### config.mk
export PLATFORM = sky130hd
export DESIGN_NAME = fir_coe_loader
export DESIGN_NICKNAME = d
export VERILOG_FILES = /design/src/rtl/fir_coe_pkg.sv /design/src/rtl/fir_coe_cksum.sv /design/src/rtl/fir_coe_loader.sv
export SDC_FILE = /design/constraint.sdc
export NUM_CORES = 2
export LEC_CHECK = 0
export CAP_MARGIN = 10
export CORE_MARGIN = 4
export CORE_UTILIZATION = 57
export DETAILED_ROUTE_END_ITERATION = 16
export MAX_ROUTING_LAYER = met4
export PLACE_DENSITY = 0.83
export REMOVE_ABC_BUFFERS = 1
export SYNTH_ARGS = -nofsm -noshare
export SYNTH_HDL_FRONTEND = slang
export SYNTH_SLANG_ARGS = --single-unit
### constraint.sdc
create_clock -name clk -period 101.2 [get_ports clk]
set_input_delay 20.24 -clock clk [delete_from_list [all_inputs] [get_ports clk]]
set_output_delay 20.24 -clock clk [all_outputs]
set_load 0.05 [all_outputs]
### src/rtl/fir_coe_pkg.sv
// Shared types and constants for the FIR coefficient loader.
package fir_coe_pkg;

   typedef enum logic [1:0] {
      IDLE = 2'd0,
      LOAD = 2'd1,
      PEND = 2'd2
   } coe_state_t;

   localparam int CFG_DATA_WDTH = 32;
   localparam int CKSUM_WDTH    = 32;

endpackage

### src/rtl/fir_coe_cksum.sv
// Running modulo-2^32 frame checksum; built only with FIR_COE_CHECKSUM_EN.
module fir_coe_cksum
   import fir_coe_pkg::*;
(
   input  logic                     clk,
   input  logic                     rst,
   input  logic                     acc_en,
   input  logic                     sop,
   input  logic [CFG_DATA_WDTH-1:0] data,
   output logic                     match
);

   logic [CKSUM_WDTH-1:0] sum;
   logic [CKSUM_WDTH-1:0] sum_prev;

   // A sop word restarts the sum, so it sees an empty history.
   assign sum_prev = sop ? '0 : sum;
   assign match    = (sum_prev == data);

   always_ff @(posedge clk or posedge rst) begin
      if (rst) begin
         sum <= '0;
      end else if (acc_en) begin
         sum <= sum_prev + data;
      end
   end

endmodule

### src/rtl/fir_coe_loader.sv
// Double-buffered symmetric-FIR coefficient loader: frames fill a shadow bank,
// committed whole to coe_arr on xvld. FIR_COE_CHECKSUM_EN adds a trailing checksum word.
module fir_coe_loader
   import fir_coe_pkg::*;
#(
   parameter int COE_NUM_HALF = 26,
   parameter int COE_WDTH     = 29
)(
   input  logic                             clk,
   input  logic                             rst,
   input  logic                             cfg_vld,
   input  logic                             cfg_sop,
   input  logic                             cfg_eop,
   input  logic [CFG_DATA_WDTH-1:0]         cfg_data,
   output logic                             cfg_rdy,
   input  logic                             xvld,
   output logic [COE_NUM_HALF*COE_WDTH-1:0] coe_arr,
   output logic                             coe_upd,
   output logic                             load_err,
   output logic                             busy
);

`ifdef FIR_COE_CHECKSUM_EN
   localparam int N_WORDS = COE_NUM_HALF + 1;
`else
   localparam int N_WORDS = COE_NUM_HALF;
`endif
   localparam int CNT_W = $clog2(COE_NUM_HALF + 2);

   coe_state_t             state;
   logic [CNT_W-1:0]       cnt;
   logic [COE_WDTH-1:0]    shadow [COE_NUM_HALF];
   logic [COE_WDTH-1:0]    active [COE_NUM_HALF];

   logic                   accept;
   logic                   in_frame;
   logic                   wr_en;
   logic                   last;
   logic                   cksum_ok;
   logic [CNT_W-1:0]       wr_idx;

   // A sop word always lands at index 0, whether starting or restarting a frame.
   always_comb begin
      accept   = cfg_vld & cfg_rdy;
      in_frame = accept & (cfg_sop | (state == LOAD));
      wr_idx   = cfg_sop ? '0 : cnt;
      last     = (wr_idx == CNT_W'(N_WORDS - 1));
      wr_en    = in_frame & (wr_idx < CNT_W'(COE_NUM_HALF));
   end

`ifdef FIR_COE_CHECKSUM_EN
   fir_coe_cksum u_cksum (
      .clk    (clk),
      .rst    (rst),
      .acc_en (in_frame),
      .sop    (cfg_sop),
      .data   (cfg_data),
      .match  (cksum_ok)
   );
`else
   assign cksum_ok = 1'b1;
`endif

   always_ff @(posedge clk or posedge rst) begin
      if (rst) begin
         state    <= IDLE;
         cnt      <= '0;
         cfg_rdy  <= 1'b1;
         busy     <= 1'b0;
         coe_upd  <= 1'b0;
         load_err <= 1'b0;
         shadow   <= '{default: '0};
         active   <= '{default: '0};
      end else begin
         coe_upd  <= 1'b0;
         load_err <= 1'b0;

         for (int k = 0; k < COE_NUM_HALF; k++) begin
            if (wr_en && (wr_idx == CNT_W'(k))) begin
               shadow[k] <= cfg_data[COE_WDTH-1:0];
            end
         end

         case (state)
            IDLE, LOAD: begin
               if (in_frame) begin
                  if (cfg_eop || last) begin
                     cnt <= '0;
                     if (cfg_eop && last && cksum_ok) begin
                        state   <= PEND;
                        busy    <= 1'b1;
                        cfg_rdy <= 1'b0;
                     end else begin
                        load_err <= 1'b1;
                        state    <= IDLE;
                        busy     <= 1'b0;
                        cfg_rdy  <= 1'b1;
                     end
                  end else begin
                     cnt     <= wr_idx + CNT_W'(1);
                     state   <= LOAD;
                     busy    <= 1'b1;
                     cfg_rdy <= 1'b1;
                  end
               end
            end
            PEND: begin
               if (xvld) begin
                  active  <= shadow;
                  coe_upd <= 1'b1;
                  state   <= IDLE;
                  busy    <= 1'b0;
                  cfg_rdy <= 1'b1;
               end
            end
            default: begin
               state   <= IDLE;
               cnt     <= '0;
               busy    <= 1'b0;
               cfg_rdy <= 1'b1;
            end
         endcase
      end
   end

   for (genvar k = 0; k < COE_NUM_HALF; k++) begin : g_coe
      assign coe_arr[COE_WDTH*k +: COE_WDTH] = active[k];
   end

endmodule
### After elaboration in Yosys (flattened, before gate mapping)

Cells that the tools add are included.

* equal/unequal tests: 29
* reductions and logical operators: 34
* bitwise logic cells: 5
* magnitude comparators: 1
* multipliers: 0
* muxes and demuxes: 24
* div/mod/pow operators: 0
* shift-type cells: 0
* add/sub/neg operators: 1

Operators by type and width (count)
* $eq A5 B5 Y1 const B: 10
* $eq A5 B4 Y1 const B: 8
* $logic_and A1 B1 Y1: 27
* $eq A5 B3 Y1 const B: 4
* $mux W5: 3
* $mux W1: 13
* $eq A5 B2 Y1 const B: 2
* $pmux W5 S2: 1
* $mux W2: 4
* $reduce_and A2 Y1: 3
* $add A5 B1 Y5 const B: 1
* $eq A5 B1 Y1 const B: 1
* $logic_not A5 Y1: 1
* $lt A5 B5 Y1 const B: 1
* $ne A2 B2 Y1 const B: 2
* $pmux W1 S2: 2
* $pmux W2 S2: 1
* $and A1 B1 Y1: 3
* $eq A2 B1 Y1 const B: 1
* $eq A2 B2 Y1 const B: 1
* $logic_not A2 Y1: 1
* $reduce_or A2 Y1: 1
* $logic_or A1 B1 Y1: 1
* $not A1 Y1: 1
* $or A1 B1 Y1: 1

* input port bits: 38
* bits in latches: 0
* bits in writable memories: 0
* memories kept: 0
* logic and storage cells: 152
* register bits after elaboration: 1519
* memory bits (read-only): 0

### Logic depth before layout (Yosys ltp)

* depth in word-level cells: 7
* mapped depth: 9
* mapped depth without buffers: 8

### Worst setup path before layout

OpenSTA, ideal clock, no wires.

* kind: input -> register
* from: input port cfg_sop
* to: register shadow[290] (netlist name)
* stages on the path: 9
* required time: 101.075 ns
* path buffers: 4
* path slack: 79.243 ns
* library setup time: 0.125 ns
* arrival time: 21.832 ns
* cell sequence: buf_4 buf_4 and4b_1 ha_1 nand2_1 nor2_1 buf_2 buf_2 mux2_2

* cells in the longest elaborated chain, start to end: 4
* elaborated cells on any way between the ends: 7
* classes of those cells: order compare (1); eq/ne (1); mux (1); bitwise (3); reduce/logical (1)

RTL lines
* start: declaration: line fir_coe_loader.sv:12 `input logic cfg_sop,`
* $mux W5 / $or A1 B1 Y1 (equally long branches): line fir_coe_loader.sv:46, fir_coe_loader.sv:45
* $lt A5 B5 Y1 / $and A1 B1 Y1 (equally long branches): line fir_coe_loader.sv:48, fir_coe_loader.sv:45
* $and A1 B1 Y1: line fir_coe_loader.sv:48 `wr_en = in_frame & (wr_idx < CNT_W'(COE_NUM_HALF));`
* $logic_and A1 B1 Y1 *: line fir_coe_loader.sv:79 `if (wr_en && (wr_idx == CNT_W'(k))) begin`
* end signal: indexed assignment: line fir_coe_loader.sv:80 `shadow[k] <= cfg_data[COE_WDTH-1:0];`
* end: declaration: line fir_coe_loader.sv:32 `logic [COE_WDTH-1:0] shadow [COE_NUM_HALF];`

Every way passes the cells marked *; elsewhere a longest branch is shown, timed or not.
A chain may end at the register's enable or synchronous reset.

### Worst setup path after layout

* from: input port xvld
* to: register active, in the netlist coe_arr[314]

* cells in the longest elaborated chain, start to end: 1

RTL lines
* start: declaration: line fir_coe_loader.sv:16 `input logic xvld,`
* $reduce_and A2 Y1 (no source line)
* end signal: assignment: line fir_coe_loader.sv:109 `active <= shadow;`
* end: declaration: line fir_coe_loader.sv:33 `logic [COE_WDTH-1:0] active [COE_NUM_HALF];`

Every way passes these cells.

==> metrics <==
Reg-to-Reg End coe_arr[314]; Worst Setup Path Type in -> reg; worst hold path class reg -> reg; Power Dens Cells ~17 nW/µm²; FFs w/ async S/R, synth 1.00; GRT Overall Usage 0.321; clk root buf clkbuf_16; Synth Warn # 0; Setup Skew 0.0245 ns; layout cells sized above 1 0.188; CP peak stage delay between 0.9 and 1 ns; hold path cells 2; critical path's slowest cell buf_4; Site Rows around 120; Design Area, Final between 70000 and 80000 µm²; initial DRC count ~3800; global placer's final weighted congestion 0.823; Num CTS Buffers 147; Die Ht 325 µm; clk slew on worst S/H paths approximately 0.06 ns; CORE AREA 98900 µm²; via count between 30000 and 40000; DP Worst Slack 74.92 ns; # setup viols final 0; Final Cycle Share 0.254; cell mode on critical path buf_4; Hold Buf Count CTS 0; die span in x between 300 and 400 µm; pin count of the biggest net entering global routing 206; PnR worst setup slack around 75 ns; Initial Util 0.578; CTS tree yes; CP endpoint kind flip-flop; register bit total from synthesis 1519; Post-route DRC 0; status finished, final reports clean; Layout Nets ~5700; Synth Flop Type dfrtp_1; Mapped Cells roughly 4900; HP Start shadow[187]; Tightest Pin Transition between 1 and 1.5 ns; initial antenna violation count 4; R2R depth 9; Clock Sink Count around 1500; max_slew headroom 0.215; Final ANT Viol Nets 0; Final Hold Viols 0; port bufs 792; hold_ws around 0.44 ns; Clock Path Buffers 3; worst setup path start xvld; Hold EP coe_arr[564]; peak supply drop 0.0178 mV; Worst EP arrival 26.43 ns; CP Max Fanout 100; I/O Pins roughly 800; HPWL Detailed around 99 mm; TNS Setup 0 ns; H-tree levels 4; Post-Layout Cell Count between 7000 and 8000; RSZ-0062 raised after global routing no; area delta synth->final 23.8%; Startpoint Class input port; max-cap violations 0; Design Power roughly 1.2 mW; Avg Cell Area, Syn roughly 12 µm²; Via density approximately 5.6; crit path time final around 26 ns; Yosys cell types 50; DR pass1 iterations 5; max frequency between 30 and 40 MHz; most common cell after layout, fill and taps aside nand2_1; launch point of the worst reg-to-reg path state[1]; Seq/Total Area, Yosys 0.665; first-pass GRT wire length roughly 250 mm; Overflow after GRT 0; Cell Area, Synth 57100 µm²; placed instance area around 66000 µm²; vias in the first global route roughly 41000; Placed Instances about 6800; worst path cell trace clkdlybuf4s50_1 > nand2_1 > or2_4 > buf_4 > buf_4 > buf_4 > buf_4 > buf_4 > nand2_1 > nand2_1; R2R setup slack approximately 95 ns; fin util 0.715; post-CTS setup buffers 0; Routed wire per std cell 23.4 µm; Pleak ~38 nW; Detailed Route WL about 160 mm; Die Area 105000 µm²; Post-synth EDFFs 0; CTS resizes 0; critical path required time about 100 ns; max-slew violations 0; clock insertion delay at the later pin of the skew report about 0.75 ns; commonest non-fill, non-tap cells in the layout 2270 x nand2_1, 1518 x dfrtp_1, 781 x clkdlybuf4s50_1
[critical path: cells and delay by family]
kind                   cells  cell delay [ns]
buffers and inverters      6             4.67
AND/OR/NAND/NOR            4             1.22
[state kept, by name, summed over array words and instances, names as in the netlist]
name and count:
coe_upd 1, cfg_rdy 1, load_err 1, cnt 5, shadow 754, busy 1
state 2, coe_arr 754
[kinds of logic (layout without fill, tap and decap cells)]
logic type / count (synthesis) / in the layout / synth area share
other cells: 0 / 4 / 0
fa+ha+maj: 3 / 3 / 0.000657
compound gates: 22 / 22 / 0.00252
buf+inv: 319 / 1125 / 0.0262
flops: 1519 / 1519 / 0.665
simple gates: 2325 / 2325 / 0.156
mux: 755 / 755 / 0.149
[power breakdown]
part	total (mW)	internal, mW	switching [mW]	leakage, nW
Sequential	0.607	0.607	0	21.2
Clock	0.559	0.324	0.235	2.45
Combinational	0.0223	0.00228	0.0200	13.9
[synth_stat cells (3+ instances only)]
library cell,number,area [µm²]
nand2_1,2280,8560
mux2_2,733,8250
dfrtp_1,1518,38000
buf_1,10,37.5
buf_6,20,225
clkbuf_1,196,736
buf_2,67,335
buf_4,18,135
mux2_4,10,150
mux2_1,11,124
ha_1,3,37.5
nor3_1,6,30.0
o21ai_0,6,30.0
nand3_1,5,25.0
nor2_1,5,18.8
inv_1,7,26.3
nor2b_1,4,25.0
and3_1,3,18.8
o31ai_1,4,30.0
[worst max-delay path by stage]
stage | end | slack (ns)
6_report | coe_arr[314] | 75.45
5_1_grt | coe_arr[309] | 75.13
4_1_cts | coe_arr[309] | 75.66
3_5_place_dp | coe_arr[202] | 74.92
3_3_place_gp | coe_arr[724] | 74.93
2_1_floorplan | busy | 38.11
[per-layer routing]
layer	vias up	share of wire	track usage
li1	17060	-	-
met1	20331	0.38	0.385
met2	1626	0.47	0.493
met3	449	0.083	0.0899
met4	0	0.064	0.180
met5	-	0	-
[area by class of cell]
type | instances | area (µm²)
sequential | 1519 | 38000
inverter | 8 | 45.0
timing repair buffer | 847 | 8350
multi-input combinational | 3105 | 17700
clock buffer | 235 | 4580
fill | 6346 | 28100
tap | 1287 | 1610
antenna | 4 | 10.0
clock inverter | 35 | 384
(Power assumes the default switching activity.)
